===== config.mk =====
export PLATFORM = sky130hd
export DESIGN_NAME = wr_ctrl_lvl
export DESIGN_NICKNAME = d
export VERILOG_FILES = /design/src/rtl/wr_ctrl_lvl.sv
export SDC_FILE = /design/constraint.sdc
export NUM_CORES = 1
export LEC_CHECK = 0
export CAP_MARGIN = 20
export CORE_MARGIN = 2
export CORE_UTILIZATION = 43
export CTS_BUF_LIST = sky130_fd_sc_hd__clkbuf_8
export DETAILED_ROUTE_END_ITERATION = 8
export GPL_TIMING_DRIVEN = 0
export PLACE_DENSITY = 0.73
export SETUP_SLACK_MARGIN = 0.15
export SYNTH_ARGS = -nofsm -noshare
export SYNTH_HDL_FRONTEND = slang
export SYNTH_SLANG_ARGS = --single-unit

===== constraint.sdc =====
create_clock -name wr_clk -period 2.37 [get_ports wr_clk]
set_input_delay 0.474 -clock wr_clk [delete_from_list [all_inputs] [get_ports wr_clk]]
set_output_delay 0.474 -clock wr_clk [all_outputs]
set_load 0.02 [all_outputs]

===== src/rtl/wr_ctrl_lvl.sv =====
// Write-side pointer/flag control for the dual-clock FIFO: Gray write pointer,
// registered full / almost-full / level, optional sticky overflow (WR_OVF_FLAG_EN).
module wr_ctrl_lvl #(
    parameter int pADDR_WIDTH   = 4,
    parameter int pAFULL_THRESH = 12
) (
    input  logic                   wr_clk,
    input  logic                   wr_rst_n,
    input  logic                   wr_push,
    input  logic                   wr_ovf_clr,
    input  logic [pADDR_WIDTH:0]   rd_ptr,
    output logic                   wr_en,
    output logic [pADDR_WIDTH-1:0] wr_addr,
    output logic [pADDR_WIDTH:0]   wr_ptr,
    output logic                   wr_full,
    output logic                   wr_almost_full,
    output logic [pADDR_WIDTH:0]   wr_level,
    output logic                   wr_overflow
);

    localparam int PW = pADDR_WIDTH + 1;
    localparam logic [PW-1:0] AFULL = PW'(pAFULL_THRESH);

    logic [PW-1:0] wr_bin;
    logic [PW-1:0] wr_bin_nxt;
    logic [PW-1:0] wr_gray_nxt;
    logic [PW-1:0] rd_bin_s;
    logic [PW-1:0] rd_full_gray;
    logic [PW-1:0] lvl_nxt;
    logic          full_val;

    assign wr_en       = wr_push && !wr_full;
    assign wr_bin_nxt  = wr_bin + PW'(wr_en);
    assign wr_gray_nxt = wr_bin_nxt ^ (wr_bin_nxt >> 1);
    assign wr_addr     = wr_bin[pADDR_WIDTH-1:0];

    // Each binary bit is the XOR of all Gray bits at or above it.
    always_comb begin
        rd_bin_s = '0;
        for (int i = 0; i < PW; i++)
            rd_bin_s[i] = ^(rd_ptr >> i);
    end

    // A pointer exactly one lap ahead differs from the read pointer in its top two Gray bits.
    assign rd_full_gray = {~rd_ptr[PW-1:PW-2], rd_ptr[PW-3:0]};
    assign full_val     = (wr_gray_nxt == rd_full_gray);
    assign lvl_nxt      = wr_bin_nxt - rd_bin_s;

    always_ff @(posedge wr_clk) begin
        if (!wr_rst_n) begin
            wr_bin         <= '0;
            wr_ptr         <= '0;
            wr_full        <= 1'b0;
            wr_almost_full <= 1'b0;
            wr_level       <= '0;
        end else begin
            wr_bin         <= wr_bin_nxt;
            wr_ptr         <= wr_gray_nxt;
            wr_full        <= full_val;
            wr_almost_full <= (lvl_nxt >= AFULL);
            wr_level       <= lvl_nxt;
        end
    end

`ifdef WR_OVF_FLAG_EN
    // Set has priority over clear when both land on the same edge.
    always_ff @(posedge wr_clk) begin
        if (!wr_rst_n)
            wr_overflow <= 1'b0;
        else if (wr_push && wr_full)
            wr_overflow <= 1'b1;
        else if (wr_ovf_clr)
            wr_overflow <= 1'b0;
    end
`else
    logic unused_ovf_clr;
    assign unused_ovf_clr = wr_ovf_clr;
    assign wr_overflow    = 1'b0;
`endif

endmodule

* Word-level counts from Yosys, hierarchy flattened *
Index checks and enable logic that the tools add are counted.

storage, ports and cells
  output and inout bits = 18
  logic and storage cells = 18
  input port bits = 9
  flip-flop bits (word level) = 17

operators by class
  reductions and logical operators = 7
  bitwise gates (word level) = 2
  $lt $le $gt $ge = 1
  equal/unequal tests = 1
  add/subtract/negate cells = 2

operators with widths
  operator              number
  $reduce_xor A5 Y1     5
  $add A5 B1 Y5         1
  $eq A5 B5 Y1          1
  $ge A5 B4 Y1 const B  1
  $sub A5 B5 Y5         1
  $xor A5 B4 Y5         1
  $not A2 Y2            1
  $logic_and A1 B1 Y1   1
  $logic_not A1 Y1      1

* Depth between registers and ports, before layout *
  depth after elaboration = 5
  depth in mapped cells = 11
  gate-level depth less buffers = 11

* Worst setup path after synthesis *
OpenSTA, ideal clock, no wires.

  kind = input-to-reg
  start = input port wr_push
  end = register wr_almost_full
  cell stages on the path = 9
  path slack = -411 ps
  arrival time = 2723 ps
  required time = 2312 ps
  buffers on the path = 0
  cells stage by stage = nor2b_1 > ha_1 > ha_1 > xor2_1 > ha_1 > a21o_1 > a221oi_2 > mux2i_1 > a21o_1

between the ends
  longest elaborated chain between the ends = 4

RTL lines
  item                     line  source
  start, declared          9     input logic wr_push,
  $logic_and A1 B1 Y1      32    assign wr_en = wr_push && !wr_full;
  $add A5 B1 Y5            33    assign wr_bin_nxt = wr_bin + PW'(wr_en);
  named net wr_bin_nxt[2]  25    logic [PW-1:0] wr_bin_nxt;
  $sub A5 B5 Y5            47    assign lvl_nxt = wr_bin_nxt - rd_bin_s;
  $ge A5 B4 Y1             60    wr_almost_full <= (lvl_nxt >= AFULL);
  end signal, assigned     60
  end, declared            16    output logic wr_almost_full,

The timed path passes the listed nets, and every way through them passes these cells.
A chain may end at the register's enable or synchronous reset.

* Worst setup path in the final report *
  start = input port rd_ptr[4]
  end = register wr_almost_full

between the ends
  longest elaborated chain between the ends = 3
  elaborated cells on any way between the ends = 7
  those cells by class = 1 x add/sub; 1 x order compare; 5 x reduce/logical

RTL lines
  item               line  source
  start, declared    11    input logic [pADDR_WIDTH:0] rd_ptr,
  $reduce_xor A5 Y1  41    rd_bin_s[i] = ^(rd_ptr >> i);
  $sub A5 B5 Y5 (*)  47
  $ge A5 B4 Y1 (*)   60

Mark *: on every way between the ends. The rest lies on a longest branch, timed or not.

==> metrics.cfg <==
[timing]
drv_slew = 0
layout_setup_ws_ns = 0.220
fin_crit_ns = 2.15
worst_clock_skew_ns = 0.00178
setup_viol = 0
final_hold_viol_count = 0
min_period_over_period = 0.907
rsz0062_at_grt = no
fmax_mhz = 465

[power]
p_total_uw = 921
p_per_area_nw_per_um2 = 643
leakagePower_nw = 0.596
peakVddDrop_mv = 0.514

[floorplanning]
core_area_um2 = 1940
die_area_um2 = 2420
die_y_um = 49.2
io_pins = 27
rows = 16
start_util = 0.452
die_w_um = 49.2

[detailed_routing]
drc = 0
ant_nets = 0
firstDrtPassIters = 4
drt_iter0_markers = 6
wl_per_cell_um = 13.2
dr_total_vias = 724
vias_per_cell = 4.89
totalWireLength_mm = 1.96

[cells_and_area]
layout-drive-gt1-share = 0.314
synthToLayoutAreaGrowth_pct = 63.3
instances_no_fill = 148
multiInputGateArea_um2 = 704
fill_cells = 154
nets = 138
seq_area_um2 = 322
n_antenna_cell = 0

[placed_design]
post-place-ws_ns = -0.703
dp_hpwl_mm = 1.28
placed_cells = 137
io_buffers = 24
gp_congestion = 0.734

[flow_run]
maxCapViolCount = 0

[grt]
antenna_found_initial = 0
grt_pass1_wl_mm = 3.24
grt_max_degree = 11
grt_use_total = 0.179
grt-ovfl-total = 0
grt_pass1_vias = 720

[clocking]
clockRootBuffer = clkbuf_8
clock_path_buffers = 2
clkTransAtPathRegs_ns = 0.06
clkSinkCount = 16
cts_tree = yes
cts_buffers = 3
clock_latency_ns = 0.24
cts_hold_buf = 0
htreeDepth = 1

[setup_path]
cp.arrival_ns = 2.34
path_class = in -> reg
endpoint_kind = register
slowest_delay_ns = 0.27
critPathRequiredTime_ns = 2.56
crit_family = XOR/XNOR gates
path_buf_inv = 2
crit_chain = buf_6 > xnor2_4 > xnor2_4 > xnor2_1 > ha_2 > inv_2 > ha_4 > a21o_1 > a221oi_2 > mux2i_1 > a21o_1
cp_max_fo = 2
startpoint_type = primary input
slowest_stage = a221oi_2

[hold_path]
worstHoldPathType = in -> reg

[yosys]
ys_types = 29
postSynth.asyncResetShare = 0
synth_edf_count = 0
netlist_area_um2 = 877
ys_ff_latch = 16
syn_nets = 101
yosysWarnings = 0
yosysSeqAreaShare = 0.365
synthCells = 86
syn_area_per_cell_um2 = 10.2
synth_ff_type = dfxtp_1

[status]
status = complete, no violations

==> repair_timing <==
item,CTS,global route
setup endpoints to repair,5,3
pin swaps,9,9
resized for setup,26,12
setup buffers,6,2
==> per-layer routing <==
metal	vias up	share of wire	track usage	wire length, um
met3	6	0.049	0.0399	96
met2	21	0.50	0.277	968
met4	0	0.020	0.0952	39
met1	341	0.44	0.230	852
met5	-	0	0	0
li1	356	-	-	-
==> Yosys cell counts (all sizes together), types with 2 or more instances <==
library cell	n	area [um^2]
xor2	8	70.1
dfxtp	16	320
buf	2	12.5
a21o	2	15.0
mux2i	2	20.0
inv	4	15.0
and3	2	12.5
ha	6	75.1
nand2b	3	18.8
xnor2	9	93.8
nor2b	7	43.8
and2	8	50.1
nand2	3	11.3
==> final timing paths <==
check                               start             end  cells past startpoint  slack (ns)
worst min register to register  wr_bin[4]       wr_bin[4]                      2        0.62
worst max register to register    wr_full  wr_almost_full                     11        0.23
worst min-delay path            rd_ptr[3]         wr_full                      3        0.57
worst max-delay path            rd_ptr[4]  wr_almost_full                     11        0.22
==> sequential cells by signal, indices dropped and copies added, names as in the netlist <==
signal and count:
wr_bin 5, wr_full 1, wr_ptr 4, wr_level 5, wr_almost_full 1
==> cell usage in the layout, fill, tap and decap left out <==
| cell type | count |
|---|---|
| nor3b_1 | 1 |
| ha_4 | 5 |
| dfxtp_1 | 15 |
| o311a_1 | 1 |
| conb_1 | 1 |
| buf_2 | 2 |
| clkbuf_1 | 1 |
| a22oi_1 | 1 |
| xor2_1 | 4 |
| inv_1 | 2 |
| o2111ai_1 | 1 |
| a21o_1 | 2 |
| nor2b_1 | 6 |
| xor3_4 | 1 |
| nor4_1 | 1 |
| nor2_1 | 1 |
| mux2i_1 | 2 |
| nand2_1 | 3 |
| ha_2 | 1 |
| xor2_2 | 2 |
| a21oi_1 | 1 |
| clkdlybuf4s50_1 | 19 |
| xor2_4 | 2 |
| nand3_4 | 1 |
| and2_1 | 8 |
| xnor2_4 | 3 |
| nor2b_4 | 1 |
| buf_6 | 4 |
| a31oi_1 | 1 |
| clkbuf_8 | 3 |
| nand2b_1 | 3 |
| dfxtp_2 | 1 |
| and3_1 | 2 |
| a221oi_2 | 1 |
| buf_4 | 9 |
| o311ai_1 | 1 |
| xnor2_1 | 6 |
| inv_2 | 2 |
==> worst reg2reg max path: stages, from the launching register on <==
cell      delay, ns
dfxtp_2        0.33
nor2b_4        0.14
ha_4           0.17
nand3_4        0.10
xor2_4         0.18
inv_2          0.06
ha_4           0.26
nor3b_1        0.15
a31oi_1        0.17
o311a_1        0.19
o311ai_1       0.12
a21o_1         0.18
==> report_power, final <==
part	leakage [nW]	internal (mW)	switching, mW
Clock	0.0216	0.112	0.0843
Combinational	0.442	0.217	0.191
Sequential	0.132	0.304	0.0127
==> area by class of cell <==
cell class	instances	area share
Buffer	3	0.0157
Clock buffer	3	0.0288
Inverter	4	0.0105
Multi-Input combinational cell	63	0.492
Sequential cell	16	0.224
Tap cell	27	0.0236
Timing Repair Buffer	32	0.205
==> through the flow <==
step	setup TNS (ns)	hold slack [ns]	area, um^2	utilization
after floorplan	0	0.602	993	-
after global placement	-2.18	0.592	1270	0.653
after detailed placement	-2.37	0.614	1270	0.653
after CTS	0	0.597	1380	0.708
after global routing	0	0.576	1430	0.738
final	0	0.568	1430	0.738
==> logic make-up after synthesis <==
| family | synth area share |
|---|---|
| simple gates | 0.181 |
| xor+xnor | 0.218 |
| flops | 0.365 |
| compound gates | 0.0870 |
| buf+inv | 0.0357 |
| fa+ha+maj | 0.0856 |
| mux | 0.0228 |
| other cells | 0.00428 |
Power figures use the tool's default switching activity.
